### src/rtl/sramlike_pkg.sv
// Shared definitions for the data-side sram-like responder: size codes,
// byte-enable constants and the response-queue entry layout.
package sramlike_pkg;

    localparam logic [1:0] SZ_BYTE = 2'd0;
    localparam logic [1:0] SZ_HALF = 2'd1;
    localparam logic [1:0] SZ_WORD = 2'd2;

    localparam logic [3:0] WSTRB_NONE = 4'b0000;

    // Wide enough for any practical response delay.
    localparam int TIMER_W = 8;

    typedef struct packed {
        logic               wr;
        logic [TIMER_W-1:0] timer;
        logic [31:0]        rdata;
        logic               captured;
    } resp_entry_t;

endpackage

### src/rtl/sramlike_resp_queue.sv
// In-order response queue: circular buffer of outstanding requests with
// per-entry countdown timers and a one-cycle-late read-data capture port.
module sramlike_resp_queue
    import sramlike_pkg::*;
#(
    parameter int DEPTH      = 2,
    parameter int RESP_DELAY = 1,
    localparam int CW        = $clog2(DEPTH + 1)
) (
    input  logic          clk,
    input  logic          resetn,
    input  logic          push,
    input  logic          push_wr,
    input  logic [31:0]   cap_data,
    output logic          retire,
    output resp_entry_t   head,
    output logic [CW-1:0] count
);

    localparam int PW = (DEPTH > 1) ? $clog2(DEPTH) : 1;

    resp_entry_t      entries [DEPTH];
    logic [DEPTH-1:0] valid;
    logic [PW-1:0]    head_ptr;
    logic [PW-1:0]    tail_ptr;
    logic             cap_pending;
    logic [PW-1:0]    cap_idx;

    assign head   = entries[head_ptr];
    assign retire = valid[head_ptr] && (entries[head_ptr].timer == '0);

    // Later assignments win: capture, then pop, then push, so a slot that is
    // retired and refilled in the same cycle ends up holding the new request.
    always_ff @(posedge clk or negedge resetn) begin
        if (!resetn) begin
            valid       <= '0;
            head_ptr    <= '0;
            tail_ptr    <= '0;
            count       <= '0;
            cap_pending <= 1'b0;
            cap_idx     <= '0;
            for (int i = 0; i < DEPTH; i++) begin
                entries[i] <= '0;
            end
        end else begin
            for (int i = 0; i < DEPTH; i++) begin
                if (valid[i] && entries[i].timer != '0) begin
                    entries[i].timer <= entries[i].timer - TIMER_W'(1);
                end
            end
            if (cap_pending) begin
                entries[cap_idx].rdata    <= cap_data;
                entries[cap_idx].captured <= 1'b1;
            end
            if (retire) begin
                valid[head_ptr] <= 1'b0;
                head_ptr        <= (head_ptr == PW'(DEPTH - 1)) ? '0 : head_ptr + PW'(1);
            end
            if (push) begin
                // Writes are answered with zero data, so they start out captured.
                entries[tail_ptr] <= '{wr: push_wr, timer: TIMER_W'(RESP_DELAY - 1),
                                       rdata: 32'h0, captured: push_wr};
                valid[tail_ptr]   <= 1'b1;
                tail_ptr          <= (tail_ptr == PW'(DEPTH - 1)) ? '0 : tail_ptr + PW'(1);
            end
            cap_pending <= push && !push_wr;
            cap_idx     <= tail_ptr;
            case ({push, retire})
                2'b10:   count <= count + CW'(1);
                2'b01:   count <= count - CW'(1);
                default: count <= count;
            endcase
        end
    end

endmodule

### src/rtl/data_sramlike_slave.sv
// Responder end of the data-side sram-like bus: issues each accepted request
// straight to a 1-cycle-latency SRAM and answers in order after a fixed delay.
module data_sramlike_slave
    import sramlike_pkg::*;
#(
    parameter int DEPTH      = 2,
    parameter int RESP_DELAY = 1,
    parameter int SRAM_AW    = 16
) (
    input  logic               clk,
    input  logic               resetn,
    input  logic               data_sram_req,
    input  logic               data_sram_wr,
    input  logic [1:0]         data_sram_size,
    input  logic [31:0]        data_sram_addr,
    input  logic [3:0]         data_sram_wstrb,
    input  logic [31:0]        data_sram_wdata,
    output logic               data_sram_addrok,
    output logic               data_sram_dataok,
    output logic [31:0]        data_sram_rdata,
    output logic               sram_en,
    output logic [3:0]         sram_wen,
    output logic [SRAM_AW-1:0] sram_addr,
    output logic [31:0]        sram_wdata,
    input  logic [31:0]        sram_rdata
);

    localparam int CW = $clog2(DEPTH + 1);

    logic [CW-1:0] count;
    logic          retire;
    resp_entry_t   head;
    logic          handshake;
    logic          unused_bits;

    sramlike_resp_queue #(
        .DEPTH      (DEPTH),
        .RESP_DELAY (RESP_DELAY)
    ) u_queue (
        .clk      (clk),
        .resetn   (resetn),
        .push     (handshake),
        .push_wr  (data_sram_wr),
        .cap_data (sram_rdata),
        .retire   (retire),
        .head     (head),
        .count    (count)
    );

    // Acceptance looks only at queue state; a retiring head frees its slot.
    assign data_sram_addrok = (count < CW'(DEPTH)) || retire;
    assign handshake        = data_sram_req && data_sram_addrok;

    assign sram_en    = handshake;
    assign sram_wen   = (handshake && data_sram_wr) ? data_sram_wstrb : WSTRB_NONE;
    assign sram_addr  = handshake ? data_sram_addr[SRAM_AW+1:2] : '0;
    assign sram_wdata = handshake ? data_sram_wdata : 32'h0;

    // An uncaptured head is a read accepted last cycle; its data is on the SRAM port now.
    assign data_sram_dataok = retire;
    assign data_sram_rdata  = !retire      ? 32'h0 :
                              head.captured ? head.rdata : sram_rdata;

    assign unused_bits = (data_sram_size == SZ_BYTE) ^ (data_sram_size == SZ_HALF) ^
                         (data_sram_size == SZ_WORD) ^ head.wr ^
                         (^data_sram_addr[31:SRAM_AW+2]) ^ (^data_sram_addr[1:0]);

endmodule

### config.mk
export PLATFORM = sky130hd
export DESIGN_NAME = data_sramlike_slave
export DESIGN_NICKNAME = d
export VERILOG_FILES = /design/src/rtl/sramlike_pkg.sv /design/src/rtl/sramlike_resp_queue.sv /design/src/rtl/data_sramlike_slave.sv
export SDC_FILE = /design/constraint.sdc
export NUM_CORES = 1
export LEC_CHECK = 0
export CAP_MARGIN = 30
export CELL_PAD_IN_SITES_DETAIL_PLACEMENT = 0
export CELL_PAD_IN_SITES_GLOBAL_PLACEMENT = 1
export CORE_UTILIZATION = 30
export CTS_CLUSTER_DIAMETER = 30
export DETAILED_ROUTE_END_ITERATION = 16
export PLACE_DENSITY = 0.72
export SLEW_MARGIN = 30
export SYNTH_ARGS = -nofsm -noshare
export SYNTH_HDL_FRONTEND = slang
export SYNTH_HIERARCHICAL = 1
export SYNTH_SLANG_ARGS = --single-unit
### constraint.sdc
create_clock -name clk -period 2.65 [get_ports clk]
set_clock_uncertainty 0.05 [all_clocks]
set_input_delay 0.795 -clock clk [delete_from_list [all_inputs] [get_ports clk]]
set_output_delay 0.795 -clock clk [all_outputs]
set_load 0.01 [all_outputs]
# Word level (Yosys, flattened, before mapping)
# Cells that the tools add are included.
[totals]
ff_bits = 92
out_inout_bits = 87
[classes]
n_addsub = 6
order_cmp = 10
eq_ne = 2
mux = 32
bitwise_logic = 6
reduce_logical = 16
[op_table]
columns = ["op", "count"]
rows = [
  ["bitwise mux 84 bit", 3],
  ["two-way mux 84 bit", 2],
  ["demux 42 bit (select 1 bit)", 3],
  ["two-way mux 41 bit", 3],
  ["two-way mux 32 bit", 3],
  ["two-way mux 42 bit", 1],
  ["two-way mux 33 bit", 1],
  ["two-way mux 16 bit", 1],
  ["two-way mux 8 bit", 2],
  ["nonzero test 8 bit", 2],
  ["subtractor 8 x 1 -> 8 bit, second input constant", 2],
  ["logical AND 1 bit", 10],
  ["zero test 8 bit", 1],
  ["two-way mux 1 bit", 7],
  ["greater-or-equal comparator 2 bit, second input constant", 3],
  ["NOT 1 -> 2 bit", 3],
  ["less-than comparator 1 x 2 -> 1 bit, second input constant", 2],
  ["less-than comparator 2 x 1 -> 1 bit, second input constant", 2],
  ["two-way mux 2 bit", 2],
  ["two-way mux 4 bit", 1],
  ["case mux 2 bit (2 select lines)", 1],
  ["adder 1 bit, second input constant", 2],
  ["adder 2 x 1 -> 2 bit, second input constant", 1],
  ["bitwise AND 2 bit", 1],
  ["other kinds (11)", 13],
]

# Longest topological paths before layout
# Gate-level depths: netlist (run 1).
[depth]
ltp_word = 10
ltp_mapped = 13
mapped_depth_nobuf = 11

# Hierarchy
# The synthesis (run 1) kept the hierarchy.
[modules_own_cells]
columns = ["mod", "n_inst", "cells_each", "area_per_inst_um2", "seq_area_each_um2"]
rows = [
  ["sramlike_resp_queue", 1, 474, 4391.7, 2302.2],
  ["data_sramlike_slave", 1, 138, 1156.1, 0.0],
]

# Worst setup path before layout (run 1)
# No wires, ideal clock.
[synth_timing]
path_type = "reg-to-reg"
start = "register u_queue/entries[77] (netlist name)"
end = "register u_queue/entries[33] (netlist name)"
setup_ns = 0.132
arrival_time_ns = 2.927
setup_slack_ns = -0.459
stages_incl_launch_ff = 13
synth_period_minus_slack_ns = 3.109
cell_sequence = "dfrtp_1 -> or4_4 -> nor4_1 -> nand2_1 -> nand2_1 -> nor2b_2 -> buf_6 -> buf_6 -> nor2b_1 -> and2_1 -> clkbuf_1 -> clkbuf_1 -> nor2_1"
[synth_via]
elab_chain_len = 8
[synth_rtl]
columns = ["item", "line", "source"]
rows = [
  ["start, declared", "sramlike_resp_queue.sv:22", "resp_entry_t entries [DEPTH];"],
  ["start signal, assigned by index", "sramlike_resp_queue.sv:61", "entries[tail_ptr] <= '{wr: push_wr, timer: TIMER_W'(RESP_DELAY - 1),"],
  ["two-way mux 41 bit (not written as such) (3 in a row)", "sramlike_resp_queue.sv:30", "assign retire = valid[head_ptr] && (entries[head_ptr].timer == '0);"],
  ["zero test 8 bit", "sramlike_resp_queue.sv:30", ""],
  ["logical AND 1 bit", "sramlike_resp_queue.sv:30", ""],
  ["named net data_sram_dataok", "data_sramlike_slave.sv:19", "output logic data_sram_dataok,"],
  ["logical OR 1 bit", "data_sramlike_slave.sv:51", "assign data_sram_addrok = (count < CW'(DEPTH)) || retire;"],
  ["logical AND 1 bit", "data_sramlike_slave.sv:52", "assign handshake = data_sram_req && data_sram_addrok;"],
  ["named net sram_en", "data_sramlike_slave.sv:21", "output logic sram_en,"],
  ["two-way mux 84 bit", "sramlike_resp_queue.sv:59", "if (push) begin"],
]
# The timed path passes the listed nets, and every way through them passes these cells. The select of a mux whose other input is x is not followed.
# A chain may end at the register's enable or synchronous reset.

# Worst setup path in the final report (run 1)
[layout_timing]
start = "register u_queue/entries[77] (netlist name)"
end = "output port sram_wdata[16]"
[layout_via]
elab_chain_len = 8
[layout_rtl]
columns = ["item", "line", "source"]
rows = [
  ["two-way mux 41 bit (not written as such) (3 in a row)", "sramlike_resp_queue.sv:30", ""],
  ["zero test 8 bit", "sramlike_resp_queue.sv:30", ""],
  ["logical AND 1 bit", "sramlike_resp_queue.sv:30", ""],
  ["logical OR 1 bit", "data_sramlike_slave.sv:51", ""],
  ["logical AND 1 bit", "data_sramlike_slave.sv:52", ""],
  ["two-way mux 32 bit", "data_sramlike_slave.sv:57", "assign sram_wdata = handshake ? data_sram_wdata : 32'h0;"],
  ["end, declared", "data_sramlike_slave.sv:24", "output logic [31:0] sram_wdata,"],
]
# No other way between the ends. The select of a mux whose other input is x is not followed.

==> results of run 1 <==
==> how the worst min path moves through the flow <==
stage,startpoint,to,slack [ps],depth (start not counted)
5_1_grt,resetn,u_queue/entries[5],450,1
2_1_floorplan,u_queue/tail_ptr,u_queue/cap_idx,370,0
3_5_place_dp,u_queue/count[1],u_queue/count[1],410,1
3_3_place_gp,u_queue/count[1],u_queue/count[1],400,1
4_1_cts,resetn,u_queue/entries[5],420,1
6_report,resetn,u_queue/entries[5],410,1
==> flip-flops by register name, summed over array words and instances (netlist names) <==
name	count
u_queue/count	2
u_queue/cap_pending	1
u_queue/tail_ptr	1
u_queue/entries	82
u_queue/head_ptr	1
u_queue/valid	2
u_queue/cap_idx	1
==> critical path, cell delays in order (launching register included) <==
cell and delay (ps):
sky130_fd_sc_hd__dfrtp_1 380, sky130_fd_sc_hd__or4_4 560, sky130_fd_sc_hd__nor4_4 180, sky130_fd_sc_hd__nand2_2 110, sky130_fd_sc_hd__nand2_4 130, sky130_fd_sc_hd__nor2b_4 80, sky130_fd_sc_hd__clkbuf_16 180, sky130_fd_sc_hd__and3b_2 240
sky130_fd_sc_hd__buf_6 100
==> metrics by stage <==
step	worst slack (ps)	setup TNS, ps	cells	hold slack, ps	utilization [%]
final	-515.6	-44810	1057	411.4	50.11
after global routing	-612.4	-60450	1057	445.2	50.11
after CTS	-638.6	-54940	1046	420.4	48.23
after detailed placement	-657.2	-49840	1026	406.0	45.59
after global placement	-654.4	-47310	1026	400.1	45.59
after floorplan	-120.1	-8039	595	366.1	-
==> metal layers <==
layer,up-vias,share of wire [%],GRT usage [%]
li1,2479,-,-
met1,2480,39,21.30
met2,204,51,33.22
met3,25,7.4,4.400
met4,0,2.1,6.235
met5,-,0,0
==> power breakdown <==
part | total (uW) | switching [uW] | internal (uW)
clock | 1400 | 543 | 853
combinational | 4890 | 2300 | 2580
sequential | 2230 | 312 | 1920
==> what timing repair did <==
item,CTS,global route
pin swaps,3,5
resized for setup,407,43
buffers inserted,3,5
setup endpoints to repair,129,171
gates cloned,1,7
==> cell type report <==
class | count | area share (%)
multi-input cells | 449 | 35.53
repair buffers | 269 | 31.33
flip-flops and latches | 90 | 25.82
well taps | 225 | 3.226
clock buffers | 10 | 2.738
clock inverters | 6 | 1.018
inverters | 8 | 0.3441
==> layout by cell type, fill, tap and decap left out, types with 19 or more instances in the layout <==
cell type                           n
sky130_fd_sc_hd__clkdlybuf4s50_1   86
sky130_fd_sc_hd__nand2_1          140
sky130_fd_sc_hd__mux2i_1           35
sky130_fd_sc_hd__a21oi_1           74
sky130_fd_sc_hd__dfrtp_1           89
sky130_fd_sc_hd__mux2_2            33
sky130_fd_sc_hd__buf_4             76
sky130_fd_sc_hd__nor2b_4           19
sky130_fd_sc_hd__and3b_2           45
sky130_fd_sc_hd__buf_6             68
==> impl_summary.txt, run 1 <==
----------------------------------------------------
[Floorplanning]
  Total core area ... 17,420 um2
  Number of placement rows ... 48
  Die height ... 136.0 um
  Io pins ... 193
  Horizontal die dimension ... 136.0 um
  Initial standard-cell utilization of the core ... 30.92%
  Overall die area ... 18,490 um2

[Global routing]
  Pin count of the biggest net entering global routing ... 51
  Global-route wire length before repair ... 26,360 um
  Vias in the first global route ... 5,250
  Antenna violations before repair ... 0
  GRT Total Usage ... 18.46%
  Residual overflow from global routing ... 0

[Synth]
  Number of standard cells after synthesis ... 595
  Total nets after synthesis ... 706
  Syn Std Cell Area ... 5385 um2
  Count of yosys warnings during synthesis ... 6
  Syn avg cell area ... 9.051 um2

[Status]
  Failing checks ... setup timing
  Result of the run ... finished, violations left

[Timing]
  Setup slack of the critical path after layout ... -515.6 ps
  Worst rel slew slack ... 49.82%
  Setup repair after global routing missed its margin ... yes
  Pin slew with the least headroom to its limit ... 749.3 ps
  Total of endpoints with negative setup slack in the final report ... 128
  Fin crit period ... 3166 ps
  Highest achievable clock rate ... 315.9 MHz
  Period utilization ... 119.5%
  Final Slew Violations ... 0
  Hold violation count in the final report ... 0

[Cells and area]
  Area growth from synthesis to layout ... 62.06%
  Register area ... 2253 um2
  Number of inserted filler cells in the final layout ... 1,580
  Multi-input combinational cell area ... 3100 um2
  Fraction of layout instances using a drive strength above 1 ... 38.22%
  Post-layout net count ... 938
  Final design area excluding fillers ... 8727 um2
  Antenna cells ... 0

[Pwr]
  Total leakage power ... 0.003997 uW
  Sum of internal, switching and leakage power ... 8518 uW
  Peak supply drop ... 0.0005454 V
  Power per cell area ... 976.0 nW/um2

[Route]
  Via-per-instance ratio ... 4.908
  First-pass DRT Iterations ... 4
  Final routed wirelength across all metal layers ... 17,430 um
  Total DRC errors in the routed layout ... 0
  Final antenna-violating net count ... 0
  Vias after detailed routing ... 5,188
  Wirelength per Cell ... 16.49 um
  Number of design-rule violations left by the first detailed-router iteration ... 276

[Critical path]
  Startpoint types ... flop
  Critical path peak fanout ... 25
  End of the worst register-to-register path ... u_queue/entries[76]
  R2r startpoint ... u_queue/entries[77]
  Critical path launch point ... u_queue/entries[77]
  Worst setup path category ... flop to output port
  Worst r2r path cells ... 14
  Worst setup slack for register-to-register paths ... -120 ps
  Endpoint of the worst setup timing path ... sram_wdata[16]
  Required time reported for the critical path endpoint ... 1810 ps
  Data arrival time of the worst path ... 2320 ps
  Category of the worst setup path capture point ... output port

[Clock network]
  Clock transition at the register clock pins on the worst setup and hold paths after CTS ... 60 ps
  Post-CTS Hold Fix Bufs ... 0
  Clock latency at the later pin of the worst-skew pair ... 340 ps
  CTS tree ... yes
  # H-tree levels ... 3
  CTS Sinks ... 90
  Clock tree buffer depth ... 2
  Library cell used as clock root buffer ... sky130_fd_sc_hd__clkbuf_16
  Number of CTS-inserted buffers ... 9

[Place]
  Cell Area, Placed ... 7940 um2
  Placer Congestion ... 0.7674
  I/O Buffers ... 174
  Sum of net half-perimeters after detailed placement ... 11,420 um

[Hold path]
  Worst hold path type ... input pin to asynchronous set/reset pin

[Run]
  Max-Cap Viols ... 0

----------------------------------------------------
Power figures use the tool's default switching activity.
==> run 2, diff against run 1 <==
--- a/config.mk
+++ b/config.mk
@@ -5,7 +5,6 @@
 export SDC_FILE = /design/constraint.sdc
 export NUM_CORES = 1
 export LEC_CHECK = 0
-export CAP_MARGIN = 30
 export CELL_PAD_IN_SITES_DETAIL_PLACEMENT = 0
 export CELL_PAD_IN_SITES_GLOBAL_PLACEMENT = 1
 export CORE_UTILIZATION = 30
==> results of run 2 <==
The final DEF is identical to that of run 1; final timing and power are the same.
